**src/rtl/weight_pkg.sv**
```systemverilog
// weight_pkg: shared widths, weight type and controller state encoding
package weight_pkg;
    localparam int W_WIDTH    = 10;
    localparam int ADDR_WIDTH = 7;
    localparam int RAM_DEPTH  = 65;
    typedef logic signed [W_WIDTH-1:0] weight_t;
    typedef enum logic [2:0] {
        IDLE = 3'd0,
        INIT = 3'd1,
        RD   = 3'd2,
        DW   = 3'd3,
        WR   = 3'd4,
        FIN  = 3'd5
    } ctrl_state_t;
endpackage

```
**src/rtl/sat_add_w.sv**
```systemverilog
// sat_add_w: 10-bit signed add clamped to [-512, 511]
module sat_add_w
    import weight_pkg::*;
(
    input  logic signed [W_WIDTH-1:0] a,
    input  logic signed [W_WIDTH-1:0] b,
    output logic signed [W_WIDTH-1:0] y
);
    logic signed [W_WIDTH:0] sum;
    always_comb begin
        sum = {a[W_WIDTH-1], a} + {b[W_WIDTH-1], b};
        y = (sum[W_WIDTH] != sum[W_WIDTH-1]) ? (sum[W_WIDTH] ? 10'sh200 : 10'sh1FF) : sum[W_WIDTH-1:0];
    end
endmodule

```
**src/rtl/weight_update_ctrl.sv**
```systemverilog
// weight_update_ctrl: sequences weight RAM randomise and burst read-modify-write updates
module weight_update_ctrl
    import weight_pkg::*;
#(
    parameter int N           = 10,
    parameter int NUM_WORDS   = 60,
    parameter int INIT_CYCLES = 65
) (
    input  logic                   Clock,
    input  logic                   Rst,
    input  logic                   start,
    input  logic                   init_req,
    input  logic [N*W_WIDTH-1:0]   delta,
    input  logic                   delta_valid,
    output logic                   delta_ready,
    output logic                   busy,
    output logic                   done,
    output logic                   ram_In,
    output logic                   ram_WE,
    output logic [ADDR_WIDTH-1:0]  ram_Address,
    output logic [N*W_WIDTH-1:0]   ram_D,
    input  logic [N*W_WIDTH-1:0]   ram_Q
);
    localparam logic [ADDR_WIDTH-1:0] LAST = ADDR_WIDTH'(NUM_WORDS - N);
    localparam logic [7:0] INIT_LAST = 8'(INIT_CYCLES - 1);
    ctrl_state_t state, nxt;
    logic [ADDR_WIDTH-1:0] base, base_nxt;
    logic [7:0] init_cnt;
    logic [N*W_WIDTH-1:0] sum;
    logic accept;
    assign accept = (state == DW) && delta_ready && delta_valid;
    for (genvar i = 0; i < N; i++) begin : g_lane
        sat_add_w u_add (
            .a(ram_Q[i*W_WIDTH +: W_WIDTH]),
            .b(delta[i*W_WIDTH +: W_WIDTH]),
            .y(sum[i*W_WIDTH +: W_WIDTH])
        );
    end
    always_comb begin
        nxt = state;
        base_nxt = base;
        case (state)
            IDLE: begin
                if (init_req) nxt = INIT;
                else if (start) begin
                    nxt = RD;
                    base_nxt = '0;
                end
            end
            INIT: nxt = (init_cnt == INIT_LAST) ? FIN : INIT;
            RD: nxt = DW;
            DW: nxt = accept ? WR : DW;
            WR: begin
                if (base == LAST) nxt = FIN;
                else begin
                    nxt = RD;
                    base_nxt = base + ADDR_WIDTH'(N);
                end
            end
            default: nxt = IDLE;
        endcase
    end
    // outputs are registered from the next state so they line up with the state they describe
    always_ff @(posedge Clock or negedge Rst) begin
        if (!Rst) begin
            state <= IDLE;
            base <= '0;
            init_cnt <= '0;
            busy <= 1'b0;
            done <= 1'b0;
            ram_In <= 1'b0;
            ram_WE <= 1'b0;
            delta_ready <= 1'b0;
            ram_Address <= '0;
            ram_D <= '0;
        end else begin
            state <= nxt;
            base <= base_nxt;
            init_cnt <= (state == INIT) ? init_cnt + 8'd1 : '0;
            busy <= nxt inside {INIT, RD, DW, WR};
            done <= nxt == FIN;
            ram_In <= nxt == INIT;
            ram_WE <= nxt == WR;
            delta_ready <= nxt == DW;
            ram_Address <= (nxt inside {RD, DW, WR}) ? base_nxt : '0;
            if (accept) ram_D <= sum;
        end
    end
endmodule

```
**config.mk**
```make
export PLATFORM = sky130hd
export DESIGN_NAME = weight_update_ctrl
export DESIGN_NICKNAME = d
export VERILOG_FILES = /design/src/rtl/weight_pkg.sv /design/src/rtl/sat_add_w.sv /design/src/rtl/weight_update_ctrl.sv
export SDC_FILE = /design/constraint.sdc
export NUM_CORES = 1
export LEC_CHECK = 0
export CORE_ASPECT_RATIO = 0.5
export CORE_MARGIN = 3
export CORE_UTILIZATION = 52
export CTS_BUF_LIST = sky130_fd_sc_hd__clkbuf_4
export DETAILED_ROUTE_END_ITERATION = 10
export PLACE_DENSITY = 0.89
export SLEW_MARGIN = 20
export SYNTH_ARGS = -nofsm -noshare
export SYNTH_HDL_FRONTEND = slang
export SYNTH_SLANG_ARGS = --single-unit
```
**constraint.sdc**
```tcl
create_clock -name Clock -period 4.95 [get_ports Clock]
set_clock_uncertainty 0.15 [all_clocks]
set_input_delay 0.7425 -clock Clock [delete_from_list [all_inputs] [get_ports Clock]]
set_output_delay 0.7425 -clock Clock [all_outputs]
set_load 0.05 [all_outputs]
```
-- Word-level counts from Yosys, hierarchy flattened
Cells that the tools add are included.
- bits in registers: 130
- bits of input ports: 205
- output and inout bits: 112
- logic and storage cells: 80
- $add $sub $neg: 12
- eq/ne operators: 21
- multiplexer cells: 32
- reductions and logical operators: 5
- operators by type and width (operator ; number):
    2-to-1 mux 10 bit ; 20
    adder 10 x 10 -> 11 bit ; 10
    2-to-1 mux 7 bit ; 4
    2-to-1 mux 3 bit ; 5
    case mux 3 bit (5 select lines) ; 1
    case mux 7 bit (2 select lines) ; 1
    equality test 3 x 2 -> 1 bit, second input constant ; 4
    inequality test 1 bit ; 10
    equality test 3 bit, second input constant ; 3
    adder 8 x 1 -> 8 bit, second input constant ; 1
    equality test 8 x 7 -> 1 bit, second input constant ; 1
    2-to-1 mux 8 bit ; 1
    adder 7 x 4 -> 7 bit, second input constant ; 1
    equality test 7 x 6 -> 1 bit, second input constant ; 1
    equality test 3 x 1 -> 1 bit, second input constant ; 2
    nonzero test 4 bit ; 1
    zero test 3 bit ; 1
    nonzero test 3 bit ; 1
    logical AND 1 bit ; 2

-- Depth between registers and ports, before layout
- word-level depth: 8
- gate-level depth with buffers: 10
- gate-level depth less buffers: 10

-- Hierarchy
From an unflattened synthesis, not the netlist that was laid out.
- cells, all modules: 1305
- area, all modules: 12912.4 um^2
- by module, submodules not included (module ; instances ; cells an instance ; area an instance (um^2) ; sequential area each (um^2)):
    sat_add_w (g_lane[0].u_add ...) ; 8 ; 97 ; 787.0 ; 0.0
    weight_update_ctrl ; 1 ; 333 ; 5033.6 ; 3253.1
    sat_add_w (g_lane[9].u_add) ; 1 ; 98 ; 793.3 ; 0.0
    sat_add_w (g_lane[2].u_add) ; 1 ; 98 ; 789.5 ; 0.0

-- Least setup slack after synthesis
No wires, ideal clock.
- path type: input port to flip-flop
- from: in delta[80]
- to: reg ram_D[80]
- library setup time: 0.083 ns
- data arrival time: 2.543 ns
- data required time: 4.717 ns
- setup slack: 2.174 ns
- stages: 10
- buffers on the path: 0
- cell sequence: ha_1 -> inv_1 -> fa_1 -> nor2b_1 -> o31a_1 -> o21ai_1 -> a21oi_1 -> a2bb2oi_1 -> o21ai_1 -> o21ai_0
- word-level cells in the longest chain between the ends: 3
- elaborated cells between the ends (all ways): 4
- those cells by class: add/sub (1); eq/ne (1); mux (2)
- ends and longest elaborated chain (what ; line ; source):
    from (decl) ; weight_update_ctrl.sv:13 ; input logic [N*W_WIDTH-1:0] delta,
    adder 10 x 10 -> 11 bit * ; sat_add_w.sv:11 ; sum = {a[W_WIDTH-1], a} + {b[W_WIDTH-1], b};
    2-to-1 mux 10 bit or inequality test 1 bit (tied branches) ; sat_add_w.sv:12 ; y = (sum[W_WIDTH] != sum[W_WIDTH-1]) ? (sum[W_WIDTH] ? 10'sh200 : 10'sh1FF) : sum[W_WIDTH-1:0];
    2-to-1 mux 10 bit * ; sat_add_w.sv:12 ;
    to (signal assigned) ; weight_update_ctrl.sv:86 ; if (accept) ram_D <= sum;
    to (decl) ; weight_update_ctrl.sv:21 ; output logic [N*W_WIDTH-1:0] ram_D,
Mark *: on every way between the ends. The rest lies on a longest branch, timed or not.
A chain may end at the register's enable or synchronous reset.

-- Worst setup path after layout
- from: in delta[40]
- to: reg ram_D[44]
Same word-level chain as after synthesis.

==> results.ini <==
[placed_design]
placedCellCount=1665
hpwl_mm=22.9
gp_congestion=0.962
placed_cell_area_mm2=0.0131
pre_cts_ws_ns=1.34
io_buffers=316

[routing]
drc=0
top_layer=met4
firstDrtPassIters=5
met1_length_mm=11.5
routed_wl_mm=28.7
met3_length_mm=1.73
avgViaCountPerCell=5.73
vias=9722
wl_met2_mm=14.6
first_iter_violations=472
ant_nets=0
post_drt_wl_per_cell_um=16.9

[synth]
syn_nets=1445
synth_warnings=0
yosysMostFrequentCell=nand2_1
synth.largest_area_cell=dfrtp_1
synth.distinct_cells=64
ys_async_sr_fraction=1.00
synth_seq_cells=130
netlist_area_mm2=0.00970
synthTopCellsByCount=nand2_1 (148), dfrtp_1 (130), nor2_1 (121)
syn_inst=1127
synth_area_leaders=dfrtp_1 (34%), ha_1 (13%), nand2_1 (5.7%), a21oi_1 (5.0%), nor2_1 (4.7%)
syn_area_per_cell_um2=8.61
synth_edf_count=0
yosysTopAreaCellShare=0.335
synth_seq_area_share=0.335
synth_ff_type=dfrtp_1

[timing]
slew_violations=0
tightest_slew_ns=0.898
whs_ns=0.162
fin_ws_ns=1.81
setup_viol=0
fmax_ghz=0.318
post-route-period-util=0.635
slew-limit-headroom=0.401
tns_ns=0
hold_viol_final=0
rsz0062_at_grt=false
fin_crit_ns=3.14

[floorplanning]
die-area_mm2=0.0204
die_h_um=103
initial_utilization=0.544
num_rows=34
dieWidth_um=199
io_pins=317
core-area_mm2=0.0178

[final_layout]
drive_above_1_share=0.0472
nNetsFinal=1768
fill_cells=1276
final_cell_count_no_fill=1697
diodes=0
area_growth_pct=38.8
stdcell_area_mm2=0.0135

[grt]
grt_max_degree=101
grt_pass1_wl_mm=45.3
overflow=0
grt_pass1_vias=9683
grt_use_total=0.271
antenna_found_initial=0

[job]
maxCapViolations=0

[clocking]
clock_latency_ns=0.51
clk_pin_slew_worst_paths_ns=0.14
cts_tree=built
cts-root-buf=clkbuf_4
postCtsSetupRepairBufs=0
cts_resized=0
hold_buffers=0
htreeDepth=4
cts_buffers=17
cts.sinks=130
ctsLongestPathBuffers=2

[setup_path]
cp_slowest_cell=clkdlybuf4s50_1
worstPathCellList=clkdlybuf4s50_1 -> ha_1 -> inv_1 -> fa_1 -> nor2b_1 -> o31ai_1 -> a21boi_1 -> o21ai_2 -> a31oi_1 -> o21ai_2 -> o21ai_1
end_kind=flip-flop
required_ns=5.20
arrival_ns=3.40
cp_max_fo=8
start_kind=input port
critPathKind=input port to flip-flop
path_common_cell=o21ai_2
cp_slowest_stage_delay_ns=0.49

[pwr]
powerDensity_mw_per_mm2=487
power_leakage_nw=6.12
vdd_ir_drop_max_mv=0.257

[hold_path]
hp-class=input port to asynchronous set/reset pin

[run_status]
run_status=finished, final reports clean

## cell families (layout without fill, tap and decap cells)
kind of cell / after synthesis / after routing / share of synthesized area
multiplexers: 9 / 9 / 0.0111
adder cells (fa/ha/maj): 114 / 114 / 0.155
AND/OR/NAND/NOR: 391 / 391 / 0.181
buffers and inverters: 70 / 406 / 0.0271
flip-flops: 130 / 130 / 0.335
AO/OA/AOI/OAI: 352 / 352 / 0.236
XOR/XNOR: 61 / 61 / 0.0551
## state kept, by name, indices dropped and copies added, names as in the netlist
name,count
busy,1
base,7
delta_ready,1
state,3
init_cnt,8
done,1
ram_In,1
ram_Address,7
ram_WE,1
ram_D,100
## layer usage
layer | GRT usage | vias to the layer above
li1 | - | 4684
met2 | 0.510 | 360
met5 | 0 | -
met4 | 0.0906 | 0
met3 | 0.0552 | 69
met1 | 0.314 | 4609
## metrics by stage
step	util	power [W]
after floorplan	-	0.00427
final	0.755	0.00655
after global placement	0.737	0.00562
after CTS	0.755	0.00658
after detailed placement	0.737	0.00571
after global routing	0.755	0.00690
## cells in the final DEF (no fill, tap or decap), drive strengths merged, types with 5 or more instances in the layout
master	instances
o31a	6
fa	10
inv	59
o311a	6
a211oi	14
ha	103
nand4	10
a211o	8
dfrtp	130
nor2	121
nor3	11
nand2	148
o21bai	5
o31ai	9
xnor2	36
a21o	38
o21a	14
a21oi	98
mux2i	7
a221oi	5
a31oi	9
clkinv	6
nand3	25
o21ai	109
o211ai	5
nand2b	11
xor2	25
and3	12
clkbuf	18
a2111o	5
clkdlybuf4s50	315
nor2b	32
## worst paths after layout
| path | startpoint | endpoint | slack (ns) | depth (start not counted) |
|---|---|---|---|---|
| worst min register to register | ram_D[99] | ram_D[99] | 0.33 | 2 |
| worst min-delay path | Rst | ram_D[61] | 0.16 | 1 |
| worst max register to register | state[0] | ram_D[78] | 2.59 | 5 |
| worst max-delay path | delta[40] | ram_D[44] | 1.81 | 11 |
| min in group Clock | ram_D[99] | ram_D[99] | 0.33 | 2 |
| max in group asynchronous | Rst | ram_D[91] | 3.51 | 2 |
## area by class of cell
type                    count  area, µm²  share of cell area
inverters                  55        206              0.0153
well taps                 234        293              0.0217
clock inverters            14        200              0.0149
repair buffers            319       3190               0.237
clock buffers              18        135              0.0100
flip-flops and latches    130       3250               0.242
multi-input cells         927       6190               0.460
## report_power, final
group	internal, W	switching [W]
sequential	0.00151	0.000287
combinational	0.00135	0.00255
clock	0.000415	0.000435
## critical path: cells and delay by family
| family | cells | cell delay [ns] |
|---|---|---|
| compound gates | 6 | 1.24 |
| fa+ha+maj | 2 | 0.63 |
| buf+inv | 2 | 0.57 |
| simple gates | 1 | 0.19 |
Power figures use the tool's default switching activity.
